## config.mk

```make
export PLATFORM = sky130hd
export DESIGN_NAME = csla_seq_add_ctrl
export DESIGN_NICKNAME = d
export VERILOG_FILES = /design/src/rtl/csla_seq_add_ctrl.sv
export SDC_FILE = /design/constraint.sdc
export NUM_CORES = 1
export LEC_CHECK = 0
export ABC_CLOCK_PERIOD_IN_PS = 4660
export CORE_MARGIN = 2
export CORE_UTILIZATION = 46
export DETAILED_ROUTE_END_ITERATION = 10
export PLACE_DENSITY = 0.77
export SYNTH_ARGS = -nofsm -noshare
export SYNTH_HDL_FRONTEND = slang
export SYNTH_SLANG_ARGS = --single-unit
export TNS_END_PERCENT = 10
```

## constraint.sdc

```tcl
create_clock -name clk -period 4.66 [get_ports clk]
set_clock_uncertainty 0.2 [all_clocks]
set_input_delay 0.932 -clock clk [delete_from_list [all_inputs] [get_ports clk]]
set_output_delay 0.932 -clock clk [all_outputs]
set_load 0.005 [all_outputs]
```

## src/rtl/csla_seq_add_ctrl.sv

```systemverilog
`default_nettype none
// +----------------------------------------------------------------------------+
// | Module      : csla_16bit / csla_seq_add_ctrl                               |
// | Description : 16-bit carry-select adder plus a controller that sequences   |
// |               it across WIDTH-bit operands, one chunk per cycle, LSB first. |
// | Revision    : 1.0 - initial release                                         |
// +----------------------------------------------------------------------------+

// 16-bit carry-select adder: four 4-bit groups, each precomputing both carry
// hypotheses and picking one once the incoming group carry is known.
module csla_16bit (
    input  logic [15:0] a_i,
    input  logic [15:0] b_i,
    input  logic        cin_i,
    output logic [15:0] sum_o,
    output logic        cout_o
);

    logic [4:0] w_carry;

    assign w_carry[0] = cin_i;

    genvar g;
    generate
        for (g = 0; g < 4; g = g + 1) begin : g_group
            logic [4:0] w_r0;
            logic [4:0] w_r1;
            assign w_r0 = {1'b0, a_i[4*g +: 4]} + {1'b0, b_i[4*g +: 4]};
            assign w_r1 = {1'b0, a_i[4*g +: 4]} + {1'b0, b_i[4*g +: 4]} + 5'd1;
            assign sum_o[4*g +: 4] = w_carry[g] ? w_r1[3:0] : w_r0[3:0];
            assign w_carry[g+1]    = w_carry[g] ? w_r1[4]   : w_r0[4];
        end
    endgenerate

    assign cout_o = w_carry[4];

endmodule

// Multi-cycle wide adder/subtractor controller built around one csla_16bit.
module csla_seq_add_ctrl #(
    parameter int WIDTH = 64
) (
    input  logic             clk,
    input  logic             rst,
    input  logic             in_valid,
    output logic             in_ready,
    input  logic [WIDTH-1:0] a,
    input  logic [WIDTH-1:0] b,
    input  logic             cin,
    input  logic             sub,
    output logic             out_valid,
    input  logic             out_ready,
    output logic [WIDTH-1:0] sum,
    output logic             cout,
    output logic             ovf,
    output logic             busy
);

    localparam int NCHUNK = WIDTH / 16;
    localparam int c_IDXW = (NCHUNK > 1) ? $clog2(NCHUNK) : 1;

    localparam logic [1:0] c_ST_IDLE = 2'd0;
    localparam logic [1:0] c_ST_RUN  = 2'd1;
    localparam logic [1:0] c_ST_DONE = 2'd2;

    logic [1:0]              state_q, state_d;
    logic [c_IDXW-1:0]       idx_q, idx_d;
    logic [NCHUNK-1:0][15:0] a_q, a_d;
    logic [NCHUNK-1:0][15:0] b_q, b_d;
    logic [NCHUNK-1:0][15:0] sum_q, sum_d;
    logic                    carry_q, carry_d;
    logic                    cout_q, cout_d;
    logic                    ovf_q, ovf_d;

    logic                    w_accept;
    logic                    w_last;
    logic [15:0]             w_add_sum;
    logic                    w_add_cout;

    assign w_accept = in_valid & in_ready;
    assign w_last   = (idx_q == c_IDXW'(NCHUNK - 1));

    csla_16bit u_adder (
        .a_i    (a_q[idx_q]),
        .b_i    (b_q[idx_q]),
        .cin_i  (carry_q),
        .sum_o  (w_add_sum),
        .cout_o (w_add_cout)
    );

    // State register.
    always_ff @(posedge clk) begin
        if (rst) begin
            state_q <= c_ST_IDLE;
        end else begin
            state_q <= state_d;
        end
    end

    // Next-state: a DONE handoff with a waiting request goes straight back to RUN.
    always_comb begin
        state_d = state_q;
        case (state_q)
            c_ST_IDLE: if (w_accept) state_d = c_ST_RUN;
            c_ST_RUN:  if (w_last)   state_d = c_ST_DONE;
            c_ST_DONE: begin
                if (w_accept)       state_d = c_ST_RUN;
                else if (out_ready) state_d = c_ST_IDLE;
            end
            default:   state_d = c_ST_IDLE;
        endcase
    end

    // Handshake and status outputs decoded from the current state.
    always_comb begin
        in_ready  = (state_q == c_ST_IDLE) | ((state_q == c_ST_DONE) & out_ready);
        out_valid = (state_q == c_ST_DONE);
        busy      = (state_q == c_ST_RUN);
    end

    // Datapath next values: capture on accept, fill one result chunk per RUN cycle.
    always_comb begin
        idx_d   = idx_q;
        a_d     = a_q;
        b_d     = b_q;
        sum_d   = sum_q;
        carry_d = carry_q;
        cout_d  = cout_q;
        ovf_d   = ovf_q;
        if (w_accept) begin
            a_d     = a;
            b_d     = sub ? ~b : b;
            carry_d = sub ? 1'b1 : cin;
            idx_d   = '0;
            sum_d   = '0;
            cout_d  = 1'b0;
            ovf_d   = 1'b0;
        end else if (state_q == c_ST_RUN) begin
            sum_d[idx_q] = w_add_sum;
            carry_d      = w_add_cout;
            // Only the value computed on the top chunk survives to DONE.
            ovf_d = (a_q[NCHUNK-1][15] == b_q[NCHUNK-1][15]) &
                    (w_add_sum[15] != a_q[NCHUNK-1][15]);
            if (w_last) begin
                cout_d = w_add_cout;
            end else begin
                idx_d = idx_q + c_IDXW'(1);
            end
        end
    end

    // Datapath registers; reset discards any operation in flight.
    always_ff @(posedge clk) begin
        if (rst) begin
            idx_q   <= '0;
            a_q     <= '0;
            b_q     <= '0;
            sum_q   <= '0;
            carry_q <= 1'b0;
            cout_q  <= 1'b0;
            ovf_q   <= 1'b0;
        end else begin
            idx_q   <= idx_d;
            a_q     <= a_d;
            b_q     <= b_d;
            sum_q   <= sum_d;
            carry_q <= carry_d;
            cout_q  <= cout_d;
            ovf_q   <= ovf_d;
        end
    end

    assign sum  = sum_q;
    assign cout = cout_q;
    assign ovf  = ovf_q;

endmodule
`default_nettype wire

```

### Word level (Yosys, flattened, before mapping)

Index checks and enable logic that the tools add are counted.
Widths: inputs -> output; s select.

| word-level totals | value |
|---|---|
| flip-flop bits (word level) | 199 |
| word-level logic and storage cells | 73 |

| operators by class | value |
|---|---|
| add/sub/neg operators | 9 |
| $lt $le $gt $ge | 2 |
| eq/ne operators | 8 |
| muxes and demuxes | 24 |
| bitwise logic cells | 6 |
| reductions and logical operators | 7 |

Operators by type and width:

| cell | count |
|---|---|
| $bmux 16 s2 | 2 |
| $bwmux 64 | 1 |
| $mux 64 | 1 |
| $not 64->64 | 1 |
| $mux 16 | 3 |
| $demux 16 s2 | 1 |
| $add 4x4->5 | 4 |
| $add 5x1->5 const B | 4 |
| $mux 4 | 4 |
| $mux 2 | 4 |
| $mux 1 | 7 |
| $pmux 2 s3 | 1 |
| $eq 2x2->1 const B | 2 |
| $reduce_and 2->1 | 2 |
| $and 1x1->1 | 3 |
| $lt 2x3->1 const B | 1 |
| $ne 3x1->1 const B | 1 |
| $reduce_and 3->1 | 1 |
| $add 2x1->2 const B | 1 |
| $eq 2x1->1 const B | 1 |
| $ge 2x1->1 const B | 1 |
| $logic_not 2->1 | 1 |
| $ne 2x1->1 const B | 1 |
| $ne 2x2->1 const B | 1 |
| other kinds (7) | 7 |

### Depth between registers and ports, before layout

Gate-level depths: netlist of run 1.

| depth | value |
|---|---|
| word-level depth | 10 |
| mapped depth | 17 |
| mapped depth without buffers | 15 |

### Hierarchy

Synthesis of run 1 repeated with hierarchy kept, for this count alone.

| second synthesis, totals | value |
|---|---|
| cell total of the unflattened synthesis | 1,053 |
| area, all modules | 9,994.6 sq um |

By module, submodules not included:

| module | instances | cells each | area each (sq um) | sequential area each (sq um) |
|---|---|---|---|---|
| csla_seq_add_ctrl | 1 | 952 | 9,063.7 | 3,983.8 |
| csla_16bit | 1 | 101 | 930.9 | 0.0 |

### Least setup slack after synthesis of run 1

OpenSTA, ideal clock, no wires.

| path | value |
|---|---|
| path type | register -> register |
| start point | register idx_q[0] |
| end point | register carry_q |
| arrival time | 4.664 ns |
| required time | 4.365 ns |
| setup slack | -0.299 ns |
| cell stages (with the launch flop) | 15 |
| buffers on the path | 2 |
| clock period less this slack | 4.959 ns |
| path through | dfxtp_1 > clkbuf_1 > buf_1 > mux4_2 > ha_1 > fa_1 > ha_1 > nand2b_1 > mux2_2 > or4b_4 > nor4_4 > a2111oi_4 > and3_1 > or4_1 > o311ai_1 |

| on the way | value |
|---|---|
| cells in the longest elaborated chain, start to end | 10 |
| elaborated cells on any way between the ends | 18 |
| those cells by class | add/sub (8); mux (10) |

Ends and longest elaborated chain:

| what | RTL line | RTL |
|---|---|---|
| start: declaration | 67 | `logic [c_IDXW-1:0] idx_q, idx_d;` |
| start signal: assignment | 163 | `idx_q <= idx_d;` |
| $bmux 16 s2, on equally long branches | 84, 85 |  |
| $mux 16, on equally long branches | 84, 85 |  |
| $add 4x4->5 | 28, 29 |  |
| $add 5x1->5 | 29 | `assign w_r1 = {1'b0, a_i[4*g +: 4]} + {1'b0, b_i[4*g +: 4]} + 5'd1;` |
| $mux 1 (3 in series) | 31 | `assign w_carry[g+1] = w_carry[g] ? w_r1[4] : w_r0[4];` |
| $mux 1 * | 31 |  |
| $mux 1 * | 138 | `end else if (state_q == c_ST_RUN) begin` |
| $mux 1 * | 130 | `if (w_accept) begin` |
| end signal: assignment | 167 | `carry_q <= carry_d;` |
| end: declaration | 71 | `logic carry_q, carry_d;` |

Every way passes the cells marked *; elsewhere a longest branch is shown, timed or not. The select of a mux whose other input is x is not followed.
A chain may end at the register's enable or synchronous reset.

### Final worst setup path of run 1

| path | value |
|---|---|
| start point | register idx_q[1] |
| end point | register carry_q |

The elaborated chain is that of the path after synthesis.

==> run_summary.xml, run 1 <==
<?xml version="1.0" encoding="UTF-8"?>
<metrics>
  <group name="power">
    <metric name="powerDensity" unit="nW/um2">352</metric>
    <metric name="power.static_leakage" unit="uW">0.00432</metric>
    <metric name="max-vdd-ir-drop" unit="mV">0.258</metric>
  </group>
  <group name="cts">
    <metric name="postCtsHoldBufs" unit="">0</metric>
    <metric name="postCtsSetupBuffers" unit="">0</metric>
    <metric name="post_cts.resized_instances" unit="">0</metric>
    <metric name="worst_setup_hold_path_clk_slew" unit="ns">0.07</metric>
    <metric name="cts_inserted_buffers" unit="">17</metric>
    <metric name="cts.htree.levels" unit="">4</metric>
    <metric name="tritoncts_clock_tree" unit="">done</metric>
    <metric name="worstSkewPairLatency" unit="ns">0.44</metric>
    <metric name="maximum_clock_path_buffer_count" unit="">2</metric>
    <metric name="cts_num_sinks" unit="">199</metric>
    <metric name="clock_tree.root_cell" unit="">sky130_fd_sc_hd__clkbuf_16</metric>
  </group>
  <group name="final_layout">
    <metric name="synthToLayoutAreaGrowth" unit="%">30.6</metric>
    <metric name="fin_nets" unit="">1332</metric>
    <metric name="insertedDiodeCount" unit="">0</metric>
    <metric name="drive_gt1_share" unit="%">8.71</metric>
  </group>
  <group name="timing">
    <metric name="number_of_max_slew_violations_in_the_final_report" unit="">0</metric>
    <metric name="finalCriticalPeriod" unit="ns">4.45</metric>
    <metric name="slew_headroom" unit="%">28.7</metric>
    <metric name="min_period_over_period" unit="%">95.4</metric>
    <metric name="timing_worst_slew_pin_value" unit="ns">1.07</metric>
    <metric name="holdWs" unit="ns">0.253</metric>
    <metric name="finalSetupViolations" unit="">0</metric>
    <metric name="post-route-worst-setup-slack" unit="ns">0.214</metric>
    <metric name="fmax" unit="MHz">225</metric>
    <metric name="final_hold_viol_count" unit="">0</metric>
  </group>
  <group name="logic_synthesis">
    <metric name="synth_area" unit="um2">9240</metric>
    <metric name="yosys_most_used_dff" unit="">sky130_fd_sc_hd__dfxtp_1</metric>
    <metric name="ys_top_cells_by_area" unit="">sky130_fd_sc_hd__dfxtp_1, sky130_fd_sc_hd__a211oi_1, sky130_fd_sc_hd__mux4_2</metric>
    <metric name="yosys-mux-area-fraction" unit="%">8.60</metric>
    <metric name="synth_cell_types" unit="">48</metric>
    <metric name="synthCells" unit="">1014</metric>
    <metric name="synth_compound_area_share" unit="%">16.5</metric>
    <metric name="synth_top_cell_area_share" unit="%">43.1</metric>
    <metric name="post_synthesis_net_count" unit="">1176</metric>
    <metric name="ys_ff_latch" unit="">199</metric>
    <metric name="post_synth.cell_area_avg" unit="um2">9.11</metric>
    <metric name="yosysWarnings" unit="">0</metric>
    <metric name="synthXorXnorAreaFrac" unit="%">8.49</metric>
    <metric name="synth-edff-count" unit="">0</metric>
    <metric name="cell_type_with_the_highest_aggregate_area_in_the_netlist" unit="">sky130_fd_sc_hd__dfxtp_1</metric>
    <metric name="synth-adder-area-share" unit="%">4.12</metric>
    <metric name="dominant_combinational_cell_family_by_area_after_synthesis" unit="">compound AO/OA/AOI/OAI gates</metric>
    <metric name="asyncSetResetFlopFracSynth" unit="%">0</metric>
    <metric name="ys_seq_area_share" unit="%">43.1</metric>
    <metric name="synth_simple_gate_area_share" unit="%">14.9</metric>
  </group>
  <group name="detailed_routing">
    <metric name="route.antenna.remaining_nets" unit="">0</metric>
    <metric name="avgViaCountPerCell" unit="">5.24</metric>
    <metric name="wl_met2" unit="um">10700</metric>
    <metric name="wl_met3" unit="um">1470</metric>
    <metric name="routed_wl" unit="um">23800</metric>
    <metric name="highest_metal_layer_used_by_the_detailed_router" unit="">met4</metric>
    <metric name="drt-initial-drc-count" unit="">658</metric>
    <metric name="post_drt_wl_per_cell" unit="um">16.4</metric>
    <metric name="drt_pass1_iterations" unit="">5</metric>
    <metric name="detail_route.wirelength.met1" unit="um">11000</metric>
    <metric name="via_count" unit="">7591</metric>
    <metric name="drc" unit="">0</metric>
  </group>
  <group name="critical_path">
    <metric name="critical-path-slowest-cell" unit="">sky130_fd_sc_hd__dfxtp_2</metric>
    <metric name="crit_path_start_kind" unit="">flop</metric>
    <metric name="critPathRequiredTime" unit="ns">4.80</metric>
    <metric name="cp_cell_sequence" unit="">buf_4 -&gt; mux4_2 -&gt; fa_1 -&gt; ha_1 -&gt; nand2b_1 -&gt; mux2_2 -&gt; or4b_4 -&gt; nor4_4 -&gt; a2111oi_4 -&gt; and3_1 -&gt; or4_1 -&gt; o311ai_1</metric>
    <metric name="path_class" unit="">flop to flop</metric>
    <metric name="maximum_cell_stage_delay_along_the_critical_path" unit="ns">0.67</metric>
    <metric name="endpoint_kind" unit="">flop</metric>
    <metric name="worstPathMaxFanout" unit="">22</metric>
    <metric name="cp.arrival" unit="ns">4.59</metric>
  </group>
  <group name="place">
    <metric name="count_of_input_and_output_buffers" unit="">202</metric>
    <metric name="hpwl" unit="um">17500</metric>
    <metric name="pre_cts_slack" unit="ns">0.0805</metric>
    <metric name="gp_routability_congestion" unit="">0.886</metric>
  </group>
  <group name="status">
    <metric name="status" unit="">completed</metric>
  </group>
  <group name="die">
    <metric name="design.core.area" unit="um2">19600</metric>
    <metric name="initial_core_utilization" unit="%">47.2</metric>
    <metric name="number_of_i_o_pins" unit="">203</metric>
    <metric name="die_area" unit="um2">21200</metric>
    <metric name="die_width" unit="um">146</metric>
    <metric name="fp-row-count" unit="">51</metric>
    <metric name="floorplan.die.height" unit="um">146</metric>
  </group>
  <group name="global_routing">
    <metric name="global_route_overflow" unit="">0</metric>
    <metric name="first_global_vias" unit="">7403</metric>
    <metric name="grtUsageTotal" unit="%">22.8</metric>
    <metric name="grt_antenna_before_repair" unit="">0</metric>
    <metric name="grt_pass1_wl" unit="um">38700</metric>
    <metric name="grt_max_degree" unit="">194</metric>
  </group>
  <group name="flow_run">
    <metric name="max_cap_viol_count" unit="">0</metric>
  </group>
  <group name="hold_path">
    <metric name="hp-class" unit="">flop to flop</metric>
  </group>
</metrics>
## final cells by class
class / count / area, um2
fillers: 1667 / 7520
multi-input cells: 714 / 4880
flip-flops and latches: 199 / 3990
repair buffers: 217 / 2150
clock buffers: 17 / 425
well taps: 265 / 332
clock inverters: 15 / 209
inverters: 21 / 78.8
## power by group
group | total [uW] | switching, uW | internal, uW
Sequential | 1880 | 72.6 | 1810
Clock | 1570 | 705 | 869
Combinational | 801 | 423 | 378
## critical path, delay by kind of cell (launching register included)
kind / cells / cell delay [ns]
AND/OR/NAND/NOR: 5 / 1.49
adder cells (fa/ha/maj): 2 / 0.84
multiplexers: 2 / 0.69
flip-flops: 1 / 0.67
buffers and inverters: 1 / 0.28
AO/OA/AOI/OAI: 2 / 0.18
## synthesized netlist by cell type (all sizes together) (2+ instances only)
master   count
a211oi     117
buf         17
mux2         2
o21ai       13
a21oi       81
nor4         3
clkbuf      63
a2111oi      2
nand3        7
dfxtp      199
mux4        32
nor2b        5
nand2b       7
a21o         7
mux2i        4
inv         21
xnor2       79
xor2         8
or4          2
nor2       147
nor3         3
ha          24
o311ai       2
and2         4
fa           4
nand2      149
## path summary, 6_finish.rpt
check                 end  slack, ns     start  depth (start not counted)
hold / removal    a_q[37]       0.25   a_q[37]                          2
hold reg to reg   a_q[37]       0.25   a_q[37]                          2
setup / recovery  carry_q       0.21  idx_q[1]                         12
setup reg to reg  carry_q       0.21  idx_q[1]                         12
## sequential cells by signal (all words and copies together) (netlist names)
| register | cells |
|---|---|
| idx_q | 2 |
| cout | 1 |
| sum | 64 |
| ovf | 1 |
| a_q | 64 |
| state_q | 2 |
| b_q | 64 |
| carry_q | 1 |
## layer usage
layer  global-route usage, %  vias to the layer above
met3                    4.73                       32
li1                        -                     3807
met5                       0                        -
met4                    7.25                        0
met2                    35.5                      256
met1                    31.8                     3496
## stage by stage
| stage | cells | setup TNS [ns] | util [%] | total power, uW | instance area [um2] |
|---|---|---|---|---|---|
| final | 1448 | 0 | 61.6 | 4250 | 12100 |
| after global routing | 1448 | -0.000478 | 61.6 | 4430 | 12100 |
| after CTS | 1448 | 0 | 61.5 | 4270 | 12000 |
| after detailed placement | 1416 | 0 | 58.3 | 2720 | 11400 |
| after global placement | 1416 | 0 | 58.3 | 2700 | 11400 |
| after floorplan | 1014 | 0 | - | 2400 | 9250 |
## logic make-up (layout without fill, tap and decap cells)
logic type	after synthesis	after routing
AND/OR/NAND/NOR	335	335
AO/OA/AOI/OAI	226	226
flip-flops	199	199
buffers and inverters	101	270
XOR/XNOR	87	87
multiplexers	38	38
adder cells (fa/ha/maj)	28	28
## cells in the final DEF (no fill, tap or decap), types with 6 or more instances in the layout
cell and instances:
sky130_fd_sc_hd__nand3_1 7, sky130_fd_sc_hd__a21o_1 6, sky130_fd_sc_hd__ha_1 24, sky130_fd_sc_hd__inv_1 21, sky130_fd_sc_hd__clkdlybuf4s50_1 200, sky130_fd_sc_hd__a211oi_1 116
sky130_fd_sc_hd__clkbuf_16 17, sky130_fd_sc_hd__nor2_1 146, sky130_fd_sc_hd__buf_4 14, sky130_fd_sc_hd__a21oi_1 80, sky130_fd_sc_hd__mux4_2 32, sky130_fd_sc_hd__o21ai_0 13
sky130_fd_sc_hd__xnor2_1 79, sky130_fd_sc_hd__nand2_1 149, sky130_fd_sc_hd__dfxtp_1 197
(Power assumes the default switching activity.)
==> inputs of run 2 (changes only) <==
Settings changed: CTS_CLUSTER_SIZE set to 14.
==> results of run 2 <==
Same layout as run 1: the final DEF is identical, and so are final timing and power.
==> inputs of run 3 (changes only) <==
Settings changed: HOLD_SLACK_MARGIN set to 0.06.
==> results of run 3 <==
Same layout as run 1: the final DEF is identical, and so are final timing and power.
